## src/rtl/register_pipe_asr.sv

```systemverilog
// Elastic DEPTH-stage register pipeline with bubble collapse, flush, enable freeze and async clear.
// Latency DEPTH-1 edges from accept to q; full throughput; in_ready is combinational from out_ready.
module register_pipe_asr #(
    parameter int N     = 8,
    parameter int DEPTH = 4
) (
    input  logic                         clk,
    input  logic                         clr,
    input  logic                         en,
    input  logic                         flush,
    input  logic                         in_valid,
    output logic                         in_ready,
    input  logic [N-1:0]                 d,
    output logic                         out_valid,
    input  logic                         out_ready,
    output logic [N-1:0]                 q,
    output logic [$clog2(DEPTH+1)-1:0]   count
);

    localparam int CW = $clog2(DEPTH+1);

    logic [N-1:0]     r_data [DEPTH];
    logic [DEPTH-1:0] r_valid;
    logic [CW-1:0]    r_count;

    logic             w_act;
    logic [DEPTH-1:0] w_adv;
    logic             w_in_xfer;
    logic             w_out_xfer;

    assign w_act      = en && !flush && !clr;
    assign out_valid  = w_act && r_valid[DEPTH-1];
    assign w_out_xfer = out_valid && out_ready;
    assign in_ready   = w_act && (!r_valid[0] || w_adv[0]);
    assign w_in_xfer  = in_valid && in_ready;
    assign q          = r_data[DEPTH-1];
    assign count      = r_count;

    // Walk from the output side so each stage knows whether its successor frees up this cycle.
    always_comb begin
        logic v_go;
        w_adv          = '0;
        v_go           = w_out_xfer;
        w_adv[DEPTH-1] = v_go;
        for (int i = DEPTH-2; i >= 0; i--) begin
            v_go     = w_act && r_valid[i] && (!r_valid[i+1] || v_go);
            w_adv[i] = v_go;
        end
    end

    always_ff @(posedge clk or posedge clr) begin
        if (clr) begin
            r_valid <= '0;
            r_count <= '0;
            for (int i = 0; i < DEPTH; i++) begin
                r_data[i] <= '0;
            end
        end else if (en && flush) begin
            r_valid <= '0;
            r_count <= '0;
        end else begin
            if (w_in_xfer) begin
                r_data[0]  <= d;
                r_valid[0] <= 1'b1;
            end else if (w_adv[0]) begin
                r_valid[0] <= 1'b0;
            end
            for (int i = 1; i < DEPTH; i++) begin
                if (w_adv[i-1]) begin
                    r_data[i]  <= r_data[i-1];
                    r_valid[i] <= 1'b1;
                end else if (w_adv[i]) begin
                    r_valid[i] <= 1'b0;
                end
            end
            if (w_in_xfer && !w_out_xfer) begin
                r_count <= r_count + CW'(1);
            end else if (w_out_xfer && !w_in_xfer) begin
                r_count <= r_count - CW'(1);
            end
        end
    end

endmodule

```

## config.mk

```make
export PLATFORM = sky130hd
export DESIGN_NAME = register_pipe_asr
export DESIGN_NICKNAME = d
export VERILOG_FILES = /design/src/rtl/register_pipe_asr.sv
export SDC_FILE = /design/constraint.sdc
export NUM_CORES = 1
export LEC_CHECK = 0
export BUFFER_PORTS_ARGS = -buffer_cell sky130_fd_sc_hd__buf_2
export CAP_MARGIN = 20
export CORE_UTILIZATION = 43
export CTS_CLUSTER_DIAMETER = 80
export DETAILED_ROUTE_END_ITERATION = 8
export PLACE_DENSITY = 0.72
export REMOVE_ABC_BUFFERS = 1
export SKIP_CTS_REPAIR_TIMING = 1
export SLEW_MARGIN = 0
export SYNTH_ARGS = -nofsm -noshare
export SYNTH_HDL_FRONTEND = slang
export SYNTH_SLANG_ARGS = --single-unit
```

## constraint.sdc

```tcl
create_clock -name clk -period 5.2 [get_ports clk]
set_input_delay 0.26 -clock clk [delete_from_list [all_inputs] [get_ports clk]]
set_output_delay 0.26 -clock clk [all_outputs]
set_load 0.01 [all_outputs]
```

==> out/metrics.sh <==
MAX_FREQ_MHz=363
STD_CELL_ROWS=22
WORST-R2R-CELL-COUNT=7
CRITPATHCAPTURETYPE='flop'
GRT_USAGE_PCT=15.3
STATUS='finished clean'
FINALWORSTPATHREQUIREDPERIOD_PS=2760
INITIAL_CELL_DENSITY_OF_THE_CORE_PCT=46.5
FP.COREAREA_SQ_UM=3800
GRT_SETUP_UNREPAIRED='no'
TOTAL_INTERNAL_POWER_W=0.000486
GLOBALROUTE.TOTALOVERFLOW=0
TIMING.SETUP.CRITICAL_PATH_CLASS='reg2reg'
PLACE.PORT_BUFFERS=26
P_SWITCHING_W=0.000159
HOLDCRITPATHCLASS='in2async'
WORST_PATH_LARGEST_CELL_DELAY_PS=780
WORST_SLACK_PS=2440
VIAS_IN_THE_FIRST_GLOBAL_ROUTE=1088
YS_FF_LATCH=39
STATIC_POWER_DUE_TO_LEAKAGE_nW=0.988
POST_SYNTH.CELL_AREA_AVG_SQ_UM=13.7
GRT.BUSIEST_LAYER='met2'
REMAINING_DRC_ERRORS=0
DIE_Y_UM=66.1
TRITONCTS='built'
DRTPASS1ITERATIONS=4
WORST_SETUP_HOLD_PATH_CLK_SLEW_PS=70
VIA_PER_INST=5.32
GP_CONGESTION=0.772
CP_DATA_REQUIRED_TIME_PS=5400
FINAL.SETUP_SKEW_PS=5.75
ROUTED_WL_UM=2790
REG2REG_FROM='r_valid[3]'
FP.DIEW_UM=66.1
SETUP_TNS_PS=0
DRTITER0DRC=23
WL_PER_CELL_UM=14.0
POSTLAYOUTCELLAREA_SQ_UM=1970
GROUTE.LAYER.MET3.USAGE_PCT=4.83
SYNTH_CELL_TYPE_COUNT=33
CP-START-KIND='flop'
DETAILEDPLACE.WORSTSLACK_PS=2450
HTREE_NUM_LEVELS=2
GRT_FIRST_PASS_WIRELENGTH_UM=4840
PWR-SHARE-CLK_PCT=30.3
AREA_GROWTH_SYN_TO_FIN_PCT=11.3
TRITONCTS.NUM_BUFFERS=5
SWITCHING_SHARE_OF_POWER_PCT=24.7
REPORT.POWER.TOTAL_W=0.000645
TIMING.MAX_CAP.VIOLATIONS=0
YS.WARNINGS.COUNT=0
HPWL_UM=2050
CRITICAL_PATH_PEAK_FANOUT=11
GRT_START_MAX_NET_PINS=41
ANTENNA_CELLS=0
TIMING.REG2REG.SETUP_SLACK_PS=2440
CRITICAL_PATH_TOP_DELAY_CELL='sky130_fd_sc_hd__o211ai_1'
NETLIST_INSTANCES=129
SYNTH-SEQ-AREA-SHARE_PCT=55.2
MAXIMUM_VDD_DROP_V=0.000139
DETAILROUTE.VIA_COUNT=1064
CELLPOWERDENSITY_nW_PER_UM2=328
NUMCLOCKSINKS=39
PROPORTION_OF_POWER_DRAWN_BY_FLIP_FLOPS_AND_LATCHES_PCT=57.4
CRIT_CHAIN='nand4_1 > o211ai_1 > a21oi_1 > fa_1 > nor4b_1 > a211oi_1 > o21ai_0'
FINAL_CELL_MIX='39 x sky130_fd_sc_hd__dfrtp_1, 26 x sky130_fd_sc_hd__buf_2, 24 x sky130_fd_sc_hd__mux2_2'
SYNTH_AREA_SQ_UM=1770
GROUTE.LAYER.MET2.USAGE_PCT=22.8
CLOCK-ROOT-BUFFER='sky130_fd_sc_hd__clkbuf_8'
CLK_PATH_BUF_DEPTH=2
ANT_NETS=0
MAX_SLEW_MARGIN_PCT=39.0
FINAL_HOLD_VIOL_COUNT=0
PLACEMENT.CELL_AREA_SQ_UM=1880
FLOORPLAN.DIE_AREA_SQ_UM=4370
POST-ROUTE-PERIOD-UTIL_PCT=53.0
GLOBAL_ROUTE.USAGE.MET1_PCT=19.2
FINAL_COMMON_CELL='sky130_fd_sc_hd__dfrtp_1'
LAYOUT-DRIVE-GT1-SHARE_PCT=47.4
SLEW_VIOLATIONS=0
SLEW_AT_THE_PIN_CLOSEST_TO_ITS_MAX_SLEW_LIMIT_PS=911
GRT_ANTENNA_BEFORE_REPAIR=0
REGTOREGENDPOINT='count[2]'
FIN_NETS=166
CLK_LAT_WORST_SKEW_PS=290
SHARE_COMB_OF_TOTAL_POWER_PCT=12.4
WORST_EP_ARRIVAL_TIME_PS=2960
TOP_LEVEL_PORTS=27
FINAL-SETUP-VIOL-COUNT=0
[cell families (layout without fill, tap and decap cells)]
group,Yosys count,count (layout),share of synthesized area [%]
buffers and inverters,17,40,6.02
AOI/OAI and AO/OA,21,21,8.43
and+or+nand+nor,17,17,5.95
adders and majority gates,1,1,1.13
DFF,39,39,55.2
muxes,34,34,23.2
[metal layers]
| layer | up-vias | share of wire, % |
|---|---|---|
| met1 | 533 | 46 |
| li1 | 502 | - |
| met4 | 0 | 2.4 |
| met5 | - | 0 |
| met2 | 25 | 48 |
| met3 | 4 | 3.7 |
[power groups by stage]
stage / sequential [W] / clock (W) / combinational, W
final: 0.000370 / 0.000195 / 0.0000799
after global routing: 0.000376 / 0.000221 / 0.0000901
after global placement: 0.000373 / 0 / 0.0000767
after CTS: 0.000371 / 0.000206 / 0.0000818
after detailed placement: 0.000377 / 0 / 0.0000809
after floorplan: 0.000368 / 0 / 0.0000593
[registers in the layout, indices dropped and copies added (netlist names)]
register	flops
r_data	24
q	8
r_valid	4
count	3
[Yosys cell counts]
| master | number | area, sq um |
|---|---|---|
| sky130_fd_sc_hd__o21ai_2 | 1 | 8.76 |
| sky130_fd_sc_hd__a211oi_1 | 1 | 7.51 |
| sky130_fd_sc_hd__o21ai_0 | 5 | 25.0 |
| sky130_fd_sc_hd__nor2b_1 | 1 | 6.26 |
| sky130_fd_sc_hd__a21oi_1 | 3 | 15.0 |
| sky130_fd_sc_hd__a31o_2 | 1 | 8.76 |
| sky130_fd_sc_hd__a22o_1 | 1 | 8.76 |
| sky130_fd_sc_hd__o31a_1 | 1 | 8.76 |
| sky130_fd_sc_hd__o2111ai_1 | 1 | 8.76 |
| sky130_fd_sc_hd__a21o_1 | 1 | 7.51 |
| sky130_fd_sc_hd__mux2i_1 | 2 | 20.0 |
| sky130_fd_sc_hd__nand2_2 | 1 | 6.26 |
| sky130_fd_sc_hd__nand4_1 | 2 | 12.5 |
| sky130_fd_sc_hd__and2_1 | 2 | 12.5 |
| sky130_fd_sc_hd__nor3_1 | 1 | 5.00 |
| sky130_fd_sc_hd__or2_1 | 1 | 6.26 |
| sky130_fd_sc_hd__nor4b_1 | 1 | 8.76 |
| sky130_fd_sc_hd__nand3_1 | 2 | 10.0 |
| sky130_fd_sc_hd__a22oi_1 | 2 | 15.0 |
| sky130_fd_sc_hd__o21a_1 | 1 | 7.51 |
| sky130_fd_sc_hd__nand2_1 | 5 | 18.8 |
| sky130_fd_sc_hd__dfrtp_1 | 39 | 976 |
| sky130_fd_sc_hd__o211ai_2 | 1 | 12.5 |
| sky130_fd_sc_hd__buf_2 | 1 | 5.00 |
| sky130_fd_sc_hd__mux2_4 | 8 | 120 |
| sky130_fd_sc_hd__buf_6 | 1 | 11.3 |
| sky130_fd_sc_hd__clkbuf_1 | 1 | 3.75 |
| sky130_fd_sc_hd__buf_4 | 9 | 67.6 |
| sky130_fd_sc_hd__o211ai_1 | 2 | 15.0 |
| sky130_fd_sc_hd__fa_1 | 1 | 20.0 |
| sky130_fd_sc_hd__inv_1 | 5 | 18.8 |
| sky130_fd_sc_hd__nor3b_4 | 1 | 18.8 |
| sky130_fd_sc_hd__mux2_2 | 24 | 270 |
[area by class of cell]
class / count / area, sq um
Tap cell: 48 / 60.1
Clock buffer: 5 / 68.8
Clock inverter: 3 / 20.0
Fill cell: 337 / 1830
Timing Repair Buffer: 27 / 138
Multi-Input combinational cell: 73 / 684
Inverter: 5 / 18.8
Sequential cell: 39 / 976
[worst max path at each step]
stage	start	to	slack [ps]	depth (start not counted)
2_1_floorplan	r_valid[2]	count[2]	2880	7
3_3_place_gp	r_valid[3]	count[2]	2640	7
3_5_place_dp	r_valid[3]	count[2]	2450	7
4_1_cts	r_valid[3]	count[2]	2420	7
5_1_grt	r_valid[3]	count[2]	2180	8
6_report	r_valid[3]	count[2]	2440	7
[per-stage QoR]
| step | hold WS, ps | std cells | utilization, % |
|---|---|---|---|
| 3_3_place_gp | 430 | 192 | 49.4 |
| 4_1_cts | 125 | 200 | 51.7 |
| 2_1_floorplan | 347 | 117 | - |
| 5_1_grt | 163 | 200 | 51.7 |
| 6_report | 106 | 200 | 51.7 |
| 3_5_place_dp | 444 | 192 | 49.4 |
[worst max-delay path, delay by kind of cell (launching register included)]
| kind | cells | cell delay (ps) |
|---|---|---|
| fa+ha+maj | 1 | 500 |
| simple gates | 2 | 540 |
| flops | 1 | 470 |
| compound gates | 4 | 1170 |
No activity file was read; power rests on OpenSTA's default activity.
